===== src/rtl/uart_pkg.sv =====
// Shared types and sizes for the UART receive path.
package uart_pkg;
    localparam int DATA_W        = 8;
    localparam int RX_FIFO_DEPTH = 4;
    localparam int RX_FIFO_AW    = 2;

    typedef enum logic [2:0] {
        IDLE,
        START,
        DATA,
        STOP,
        BREAK
    } rx_state_e;
endpackage


===== src/rtl/uart_receiver_fifo.sv =====
// Small receive FIFO used when UART_RECEIVER_FIFO_EN is defined; a push while full
// is accepted only if a pop happens in the same cycle.
module uart_receiver_fifo
    import uart_pkg::*;
(
    input  logic              clk_i,
    input  logic              rst_ni,
    input  logic              push_i,
    input  logic              pop_i,
    input  logic [DATA_W-1:0] data_i,
    output logic [DATA_W-1:0] data_o,
    output logic              full_o,
    output logic              empty_o
);
    localparam logic [RX_FIFO_AW:0] FULL_CNT = (RX_FIFO_AW + 1)'(RX_FIFO_DEPTH);

    logic [DATA_W-1:0]     mem_q [RX_FIFO_DEPTH];
    logic [RX_FIFO_AW-1:0] wr_ptr_q, rd_ptr_q;
    logic [RX_FIFO_AW:0]   count_q, count_d;
    logic                  wr_en, rd_en;

    assign full_o  = (count_q == FULL_CNT);
    assign empty_o = (count_q == '0);
    assign data_o  = mem_q[rd_ptr_q];
    assign rd_en   = pop_i && !empty_o;
    // When full, the slot being written is the one being read this cycle.
    assign wr_en   = push_i && (!full_o || rd_en);

    always_comb begin
        count_d = count_q;
        if (wr_en && !rd_en) begin
            count_d = count_q + 1'b1;
        end else if (rd_en && !wr_en) begin
            count_d = count_q - 1'b1;
        end
    end

    always_ff @(posedge clk_i or negedge rst_ni) begin
        if (!rst_ni) begin
            for (int i = 0; i < RX_FIFO_DEPTH; i++) begin
                mem_q[i] <= '0;
            end
            wr_ptr_q <= '0;
            rd_ptr_q <= '0;
            count_q  <= '0;
        end else begin
            if (wr_en) begin
                mem_q[wr_ptr_q] <= data_i;
                wr_ptr_q        <= wr_ptr_q + 1'b1;
            end
            if (rd_en) begin
                rd_ptr_q <= rd_ptr_q + 1'b1;
            end
            count_q <= count_d;
        end
    end
endmodule


===== src/rtl/uart_receiver.sv =====
// 8N1 UART receiver with valid/ready delivery, framing-error and overrun pulses.
// Define UART_RECEIVER_FIFO_EN to replace the single holding register with a 4-entry FIFO.
module uart_receiver
    import uart_pkg::*;
#(
    parameter int BAUD_DIV = 16,
    parameter int CNT_W    = 16
) (
    input  logic              clk,
    input  logic              rst,
    input  logic              rx,
    output logic [DATA_W-1:0] rx_data,
    output logic              rx_valid,
    input  logic              rx_ready,
    output logic              frame_err,
    output logic              overrun,
    output logic              busy
);
    localparam logic [CNT_W-1:0] CNT_HALF = CNT_W'(BAUD_DIV / 2 - 1);
    localparam logic [CNT_W-1:0] CNT_FULL = CNT_W'(BAUD_DIV - 1);

    logic              sync1_q, sync2_q, rxs;
    rx_state_e         state_q, state_d;
    logic [CNT_W-1:0]  cnt_q, cnt_d;
    logic [2:0]        bit_idx_q, bit_idx_d;
    logic [DATA_W-1:0] sr_q, sr_d;
    logic              frame_err_q, frame_err_d;
    logic              overrun_q, overrun_d;
    logic              byte_done;

    assign rxs       = sync2_q;
    assign busy      = (state_q != IDLE);
    assign frame_err = frame_err_q;
    assign overrun   = overrun_q;

    // Every timed state samples the line when cnt reaches 0, i.e. mid-bit.
    always_comb begin
        state_d     = state_q;
        cnt_d       = cnt_q;
        bit_idx_d   = bit_idx_q;
        sr_d        = sr_q;
        frame_err_d = 1'b0;
        byte_done   = 1'b0;
        unique case (state_q)
            IDLE: begin
                if (!rxs) begin
                    cnt_d   = CNT_HALF;
                    state_d = START;
                end
            end
            START: begin
                if (cnt_q != '0) begin
                    cnt_d = cnt_q - 1'b1;
                end else if (rxs) begin
                    state_d = IDLE;
                end else begin
                    cnt_d     = CNT_FULL;
                    bit_idx_d = '0;
                    state_d   = DATA;
                end
            end
            DATA: begin
                if (cnt_q != '0) begin
                    cnt_d = cnt_q - 1'b1;
                end else begin
                    sr_d  = {rxs, sr_q[DATA_W-1:1]};
                    cnt_d = CNT_FULL;
                    if (bit_idx_q == 3'd7) begin
                        state_d = STOP;
                    end else begin
                        bit_idx_d = bit_idx_q + 3'd1;
                    end
                end
            end
            STOP: begin
                if (cnt_q != '0) begin
                    cnt_d = cnt_q - 1'b1;
                end else if (rxs) begin
                    byte_done = 1'b1;
                    state_d   = IDLE;
                end else begin
                    frame_err_d = 1'b1;
                    state_d     = BREAK;
                end
            end
            BREAK: begin
                if (rxs) begin
                    state_d = IDLE;
                end
            end
            default: state_d = IDLE;
        endcase
    end

    always_ff @(posedge clk or negedge rst) begin
        if (!rst) begin
            sync1_q     <= 1'b1;
            sync2_q     <= 1'b1;
            state_q     <= IDLE;
            cnt_q       <= '0;
            bit_idx_q   <= '0;
            sr_q        <= '0;
            frame_err_q <= 1'b0;
            overrun_q   <= 1'b0;
        end else begin
            sync1_q     <= rx;
            sync2_q     <= sync1_q;
            state_q     <= state_d;
            cnt_q       <= cnt_d;
            bit_idx_q   <= bit_idx_d;
            sr_q        <= sr_d;
            frame_err_q <= frame_err_d;
            overrun_q   <= overrun_d;
        end
    end

`ifdef UART_RECEIVER_FIFO_EN
    logic fifo_full, fifo_empty, fifo_pop;

    assign fifo_pop  = !fifo_empty && rx_ready;
    assign rx_valid  = !fifo_empty;
    assign overrun_d = byte_done && fifo_full && !fifo_pop;

    uart_receiver_fifo u_fifo (
        .clk_i   (clk),
        .rst_ni  (rst),
        .push_i  (byte_done),
        .pop_i   (fifo_pop),
        .data_i  (sr_q),
        .data_o  (rx_data),
        .full_o  (fifo_full),
        .empty_o (fifo_empty)
    );
`else
    logic              hold_valid_q, hold_valid_d;
    logic [DATA_W-1:0] hold_data_q, hold_data_d;

    assign rx_valid = hold_valid_q;
    assign rx_data  = hold_data_q;

    // A new byte may replace the held one only if it is being popped this cycle.
    always_comb begin
        hold_valid_d = hold_valid_q;
        hold_data_d  = hold_data_q;
        overrun_d    = 1'b0;
        if (byte_done) begin
            if (!hold_valid_q || rx_ready) begin
                hold_data_d  = sr_q;
                hold_valid_d = 1'b1;
            end else begin
                overrun_d = 1'b1;
            end
        end else if (hold_valid_q && rx_ready) begin
            hold_valid_d = 1'b0;
        end
    end

    always_ff @(posedge clk or negedge rst) begin
        if (!rst) begin
            hold_valid_q <= 1'b0;
            hold_data_q  <= '0;
        end else begin
            hold_valid_q <= hold_valid_d;
            hold_data_q  <= hold_data_d;
        end
    end
`endif
endmodule


===== config.mk =====
export PLATFORM = sky130hd
export DESIGN_NAME = uart_receiver
export DESIGN_NICKNAME = d
export VERILOG_FILES = /design/src/rtl/uart_pkg.sv /design/src/rtl/uart_receiver_fifo.sv /design/src/rtl/uart_receiver.sv
export SDC_FILE = /design/constraint.sdc
export NUM_CORES = 1
export LEC_CHECK = 0
export CORE_UTILIZATION = 57
export CTS_CLUSTER_SIZE = 8
export DETAILED_ROUTE_END_ITERATION = 7
export PLACE_DENSITY = 0.77
export RECOVER_POWER = 25
export SLEW_MARGIN = 20
export SYNTH_ARGS = -nofsm -noshare
export SYNTH_HDL_FRONTEND = slang
export SYNTH_SLANG_ARGS = --single-unit

===== constraint.sdc =====
create_clock -name clk -period 2.8 [get_ports clk]
set_input_delay 0.42 -clock clk [delete_from_list [all_inputs] [get_ports clk]]
set_output_delay 0.42 -clock clk [all_outputs]
set_load 0.01 [all_outputs]

==> summary.md, run 1 <==
| Metric | Value |
|---|---|
| Leak Pwr | 1.05 nW |
| Post-route cell area | 2360 µm² |
| P&R area growth vs syn | 11.8% |
| Die span in y | 62.9 µm |
| Tcrit/Tclk final | 90.1% |
| PD cells | 770 nW/µm² |
| Setup violators final | 0 |
| First-pass GRT wire length | 7210 µm |
| Worst Path Arrival | 2.70 ns |
| Avg Inst Size Synth | 11.1 µm² |
| Worst reg-to-reg path cell count | 6 |
| Die area | 3960 µm² |
| Total of max-cap violations | 1 |
| Unrepaired setup endpoints after global routing | no |
| Slew headroom | -46.4% |
| # rows | 21 |
| Clk sinks | 43 |
| Setup WS post-layout | 0.276 ns |
| Setup CP Type | reg2reg |
| Max Fclk | 396 MHz |
| Post-route minimum period | 2.52 ns |
| Final Max Slew Viols | 44 |
| Area share of the largest cell type after synthesis | 48.5% |
| Fin nets | 213 |
| Initial DRC count | 83 |
| IO Pins | 16 |
| Commonest non-fill, non-tap cells in the layout | dfrtp_1 (41), nand2_1 (16), nor2_1 (15) |
| Antenna-violating nets left | 0 |
| Cells after DPL | 245 |
| R2R Setup Slk | 0.28 ns |
| Hold-critical path depth | 0 |
| GRT Total Usage | 23.3% |
| Worst-Margin Slew | 2.20 ns |
| Drt pass-1 iters | 4 |
| Commonest non-fill, non-tap cell in the layout | dfrtp_1 |
| Total number of vias | 1527 |
| Hpwl dp | 2890 µm |
| Setup WS pre-CTS | 0.323 ns |
| Die width | 62.9 µm |
| CP endpoint | rx_data[3] |
| Failing checks | capacitance limit, slew limit |
| Cell taking the most area after synthesis | dfrtp_1 |
| Distinct cells, synth | 45 |
| Mapped Nets | 197 |
| Ys flop type | dfrtp_1 |
| Sequential share of the synthesized area | 51.0% |
| Starting Density | 61.4% |
| CP Launch Point | cnt_q[0] |
| Total Power | 1.82 mW |
| Resize count post-CTS | 0 |
| Largest net degree at the start of global routing | 44 |
| Syn. warnings | 0 |
| Placed Area | 2280 µm² |
| Filler Cell Count | 258 |
| Endpoint type of the worst setup path | register |
| Setup TNS | 0 ns |
| Clock Path Buffers | 2 |
| Hold Path Class | reg2reg |
| Yosys reg bits | 43 |
| DRC | 0 |
| RR Endpoint | rx_data[3] |
| Async S/R FF share, synth | 100% |
| Total wire length | 4050 µm |
| Port Buffers | 15 |
| EDFF count, synth | 0 |
| H-tree levels | 2 |
| N_diodes | 0 |
| Reg clk slew, reported paths | 0.08 ns |
| Vias in the first global route | 1559 |
| Share of cells above drive strength 1 | 17.9% |
| Fin cells | 253 |
| Placer Congestion | 0.892 |
| Clock latency on the worst-skew pair | 0.29 ns |
| Worst Path Required | 2.97 ns |
| Area of the core | 3440 µm² |
| Crit Reg-Reg Startpoint | cnt_q[0] |
| Post-Syn Area | 2110 µm² |
| Worst clock skew | 0.00781 ns |
| CTS Hold Bufs | 0 |
| VDD IR max | 0.447 mV |
| Startpoint Class | register |
| Synth Instances | 190 |
| Vias per cell | 6.04 |
| Initial antenna violation count | 0 |
| CTS tree | done |
| # Post-CTS Setup Buffers | 0 |
| Num CTS Buffers | 5 |
| Clk Tree Root Cell | clkbuf_8 |
| Status | finished, violations left |
| WL/cell | 16.0 µm |
| Critical Path Fanout Max | 9 |
| Largest cells by area after synthesis | dfrtp_1 (49%), mux2_4 (5.7%), mux2_2 (5.3%) |
| Hold Fails Final Rpt | 0 |
| Final global-route overflow total | 0 |
[how the worst min path moves through the flow]
stage,startpoint,to,slack [ns]
floorplan,rst,bit_idx_q[0],0.12
global placement,sync1_q,rxs,0.35
detailed placement,sync1_q,rxs,0.35
CTS,rst,cnt_q[6],0.29
global route,sync1_q,rxs,0.37
finish,sync1_q,rxs,0.36
[critical path, cell delays in order (launching register included)]
cell	delay, ns
dfrtp_1	0.43
inv_1	0.08
ha_1	0.18
nor3b_2	0.33
and4_1	0.43
and4_1	0.59
mux2_4	0.35
[cells by family after synthesis]
family | synth area share, %
buf+inv | 2.96
xor+xnor | 1.66
compound gates | 9.71
flops | 51.0
simple gates | 21.8
mux | 11.0
fa+ha+maj | 1.78
[final cells by class]
| cell class | instances | area [µm²] | share of cell area, % |
|---|---|---|---|
| multi-input combinational | 134 | 972 | 41.2 |
| clock inverter | 3 | 15.0 | 0.636 |
| timing repair buffer | 15 | 144 | 6.09 |
| tap | 46 | 57.6 | 2.44 |
| inverter | 7 | 26.3 | 1.11 |
| clock buffer | 5 | 68.8 | 2.91 |
| sequential | 43 | 1080 | 45.7 |
[registers in the layout (all words and copies together), names as in the netlist]
signal	cells
overrun	1
bit_idx_q	3
state_q	3
sync1_q	1
frame_err	1
rx_valid	1
cnt_q	16
rx_data	8
sr_q	8
rxs	1
[layer usage]
metal	global-route usage (%)	vias to the layer above	wire (µm)
li1	-	725	-
met4	8.14	0	32
met1	32.2	750	1880
met2	36.6	47	1950
met5	0	-	0
met3	4.56	5	189
[power breakdown]
part	switching [mW]	internal [mW]
logic	0.279	0.229
clock network	0.203	0.171
registers	0.196	0.740
[metrics by stage]
stage / util (%) / hold WS [ns]
floorplan: - / 0.124
global placement: 66.2 / 0.346
detailed placement: 66.2 / 0.347
CTS: 68.7 / 0.287
global route: 68.6 / 0.365
finish: 68.6 / 0.359
[synthesized netlist by cell type, types with 4 or more instances]
cell type  instances
or3_1              4
inv_1              7
nand2_1           16
o21ai_0            7
mux2_4             8
nor2_1            15
mux2_2            10
nor3_1             7
dfrtp_1           41
nand3_1           10
a21oi_1            8
No activity file was read; power rests on OpenSTA's default activity.
==> run 2, diff against run 1 <==
--- a/config.mk
+++ b/config.mk
@@ -5,8 +5,9 @@
 export SDC_FILE = /design/constraint.sdc
 export NUM_CORES = 1
 export LEC_CHECK = 0
+export CORE_ASPECT_RATIO = 0.75
 export CORE_UTILIZATION = 57
-export CTS_CLUSTER_SIZE = 8
+export CTS_CLUSTER_SIZE = 16
 export DETAILED_ROUTE_END_ITERATION = 7
 export PLACE_DENSITY = 0.77
 export RECOVER_POWER = 25
==> run 2 against run 1 <==
The flow still finishes with violations (capacitance limit, slew limit). Worst hold slack better by 0.0057 ns. Worst setup slack better by 0.099 ns. Cell count up 2.0%. Clock skew is 0.0024 ns higher. Combinational power is 2% higher. Flip-flop and latch count stayed put. First-iteration DRC count is 67% higher. Cell area up 2.6%. Register-to-register slack better by 0.099 ns. Utilization increased by 2.2 points. Fmax is 4.1% higher. Critical path type unchanged. Critical endpoint is now rx_data[2]. Largest power group unchanged. Highest routed layer unchanged.
==> summary.md, run 2 (synthesis results as in run 1) <==
| Metric | Value |
|---|---|
| GRT busiest layer | met2 |
| PD cells | 833 nW/µm² (+8.2%) |
| Fin cells | 258 (+2.0%) |
| Met2 usage | 37.4% (+0.82 points) |
| Leak Pwr | 1.08 nW (+2.2%) |
| Post-route minimum period | 2.42 ns (-0.0993 ns) |
| H-tree levels | 2 (unchanged) |
| GRT Total Usage | 23.8% (+0.46 points) |
| CTS tree | done |
| Worst clock skew | 0.0102 ns (+0.00242 ns) |
| Placer Congestion | 0.879 (-1.4%) |
| Multi-input gate area | 972 µm² (unchanged) |
| Final Max Slew Viols | 44 (unchanged) |
| Startpoint Class | register |
| Setup violators final | 0 (unchanged) |
| Cells after DPL | 250 (+2.0%) |
| Die area | 3960 µm² (about the same) |
| Clk sinks | 43 (unchanged) |
| Hpwl dp | 2990 µm (+3.5%) |
| Slew headroom | -45.2% (+1.2 points) |
| Fin nets | 214 (+0.47%) |
| Max Fclk | 412 MHz (+4.1%) |
| Worst Hold Slack | 0.364 ns (+0.00571 ns) |
| Failing checks | capacitance limit, slew limit |
| Commonest non-fill, non-tap cell in the layout | dfrtp_1 |
| Initial DRC count | 139 (+67%) |
| CTS Hold Bufs | 0 (unchanged) |
| Final global-route overflow total | 0 (unchanged) |
| Sequential Power Share | 46.6% (-4.9 points) |
| Initial antenna violation count | 0 (unchanged) |
| Comb pwr share | 25.7% (-2.3 points) |
| Switching Fraction | 34.1% (-3.2 points) |
| Antenna-violating nets left | 0 (unchanged) |
| Clock latency on the worst-skew pair | 0.29 ns (about the same) |
| Worst-Margin Slew | 2.18 ns (-0.0183 ns) |
| Die span in y | 54.7 µm (-13%) |
| Max FFs per register | 16 (unchanged) |
| Sw Pwr | 689 µW (+1.6%) |
| Hold Path Class | reg2reg |
| Setup CP Type | reg2reg |
| Grt met3 use | 6.81% (+2.3 points) |
| Filler Cell Count | 262 (+1.6%) |
| Worst reg-to-reg path cell count | 6 (unchanged) |
| Clk Tree Root Cell | clkbuf_8 |
| Area of the core | 3420 µm² (-0.55%) |
| # rows | 18 (-14%) |
| Critical Path Fanout Max | 9 (unchanged) |
| Hold Fails Final Rpt | 0 (unchanged) |
| Starting Density | 61.7% (+0.34 points) |
| VDD IR max | 0.561 mV (+25%) |
| Clock Path Buffers | 2 (unchanged) |
| Grt met1 use | 32.4% (+0.11 points) |
| Total wire length | 4150 µm (+2.3%) |
| Die width | 72.3 µm (+15%) |
| First-pass GRT wire length | 6910 µm (-4.1%) |
| Commonest non-fill, non-tap cells in the layout | dfrtp_1 (41), nand2_1 (16), nor2_1 (15) |
| Largest net degree at the start of global routing | 44 (unchanged) |
| Tcrit/Tclk final | 86.6% (-3.5 points) |
| Share of cells above drive strength 1 | 17.8% (-0.086 points) |
| IO Pins | 16 (unchanged) |
| Worst Path Required | 2.98 ns (about the same) |
| Vias in the first global route | 1462 (-6.2%) |
| Total of max-cap violations | 1 (unchanged) |
| Port Buffers | 15 (unchanged) |
| Status | finished, violations left |
| Setup TNS | 0 ns (unchanged) |
| P&R area growth vs syn | 14.7% |
| DRC | 0 (unchanged) |
| Endpoint type of the worst setup path | register |
| Total number of vias | 1544 (+1.1%) |
| Reg clk slew, reported paths | 0.08 ns (about the same) |
| Finished Core Util | 70.8% (+2.2 points) |
| Pint | 1.33 mW (+17%) |
| Resize count post-CTS | 0 (unchanged) |
| Unrepaired setup endpoints after global routing | no |
| Drt pass-1 iters | 4 (unchanged) |
| # Post-CTS Setup Buffers | 0 (unchanged) |
| Register Area | 1080 µm² (unchanged) |
| Clock power share | 27.7% (+7.1 points) |
| Worst Path Arrival | 2.60 ns (-0.10 ns) |
| WL/cell | 16.1 µm (+0.34%) |
| Largest Register | cnt_q |
| Vias per cell | 5.98 (-0.85%) |
| Num CTS Buffers | 5 (unchanged) |
| Hold-critical path depth | 0 (unchanged) |
| N_diodes | 0 (unchanged) |
==> run 2: cell types whose count changed in the layout (fill, tap and decap cells not counted) <==
cell / previous run / this run
clkinv_2: 3 / 0
buf_4: 0 / 1
clkbuf_1: 1 / 2
bufinv_16: 0 / 2
==> run 2: cell type report <==
type | count | area share, %
tap | 50 | 2.58
sequential | 43 | 44.5
timing repair buffer | 16 | 6.25
clock inverter | 2 | 2.48
inverter | 7 | 1.08
clock buffer | 6 | 2.99
multi-input combinational | 134 | 40.1
==> run 2: critical path, stage by stage (launching register included) <==
cell and delay (ns):
dfrtp_1 0.44, inv_1 0.09, ha_1 0.18, nor3b_2 0.25
and4_1 0.43, and4_1 0.58, mux2_4 0.35
==> run 2: final timing paths <==
check	from	to	slack, ns
worst min-delay path	sync1_q	rxs	0.36
worst max-delay path	cnt_q[0]	rx_data[2]	0.38
worst max register to register	cnt_q[0]	rx_data[2]	0.38
max in group asynchronous	rst	sr_q[3]	0.79
worst min register to register	sync1_q	rxs	0.36
min in group asynchronous	rst	cnt_q[2]	0.76
==> run 2: power groups by stage <==
stage                     Combinational, mW  Clock (mW)  Sequential [mW]
final                                 0.519       0.559            0.941
after global routing                  0.588       0.595            0.965
after CTS                             0.515       0.566            0.936
after detailed placement              0.511           0            0.946
after global placement                0.485           0            0.928
after floorplan                       0.425           0            0.884
==> run 2: metal layers <==
| layer | wire (µm) | vias to the layer above |
|---|---|---|
| met2 | 1880 | 63 |
| li1 | - | 723 |
| met5 | 0 | - |
| met3 | 304 | 2 |
| met4 | 19 | 0 |
| met1 | 1940 | 756 |
==> run 2: stage by stage <==
| step | worst slack (ns) | area, µm² | total power, mW |
|---|---|---|---|
| after global placement | 0.549 | 2290 | 1.41 |
| after detailed placement | 0.407 | 2290 | 1.46 |
| after floorplan | 0.797 | 2110 | 1.31 |
| final | 0.375 | 2420 | 2.02 |
| after global routing | 0.227 | 2420 | 2.15 |
| after CTS | 0.390 | 2420 | 2.02 |
==> run 3, diff against run 2 <==
--- a/config.mk
+++ b/config.mk
@@ -9,9 +9,11 @@
 export CORE_UTILIZATION = 57
 export CTS_CLUSTER_SIZE = 16
 export DETAILED_ROUTE_END_ITERATION = 7
+export HOLD_SLACK_MARGIN = 0.06
 export PLACE_DENSITY = 0.77
 export RECOVER_POWER = 25
 export SLEW_MARGIN = 20
 export SYNTH_ARGS = -nofsm -noshare
 export SYNTH_HDL_FRONTEND = slang
+export SYNTH_HIERARCHICAL = 1
 export SYNTH_SLANG_ARGS = --single-unit
==> results of run 3 <==
Same layout as run 2: the final DEF is identical, and so are final timing and power.
Main changes from that run: Yosys warning count 0 -> 6
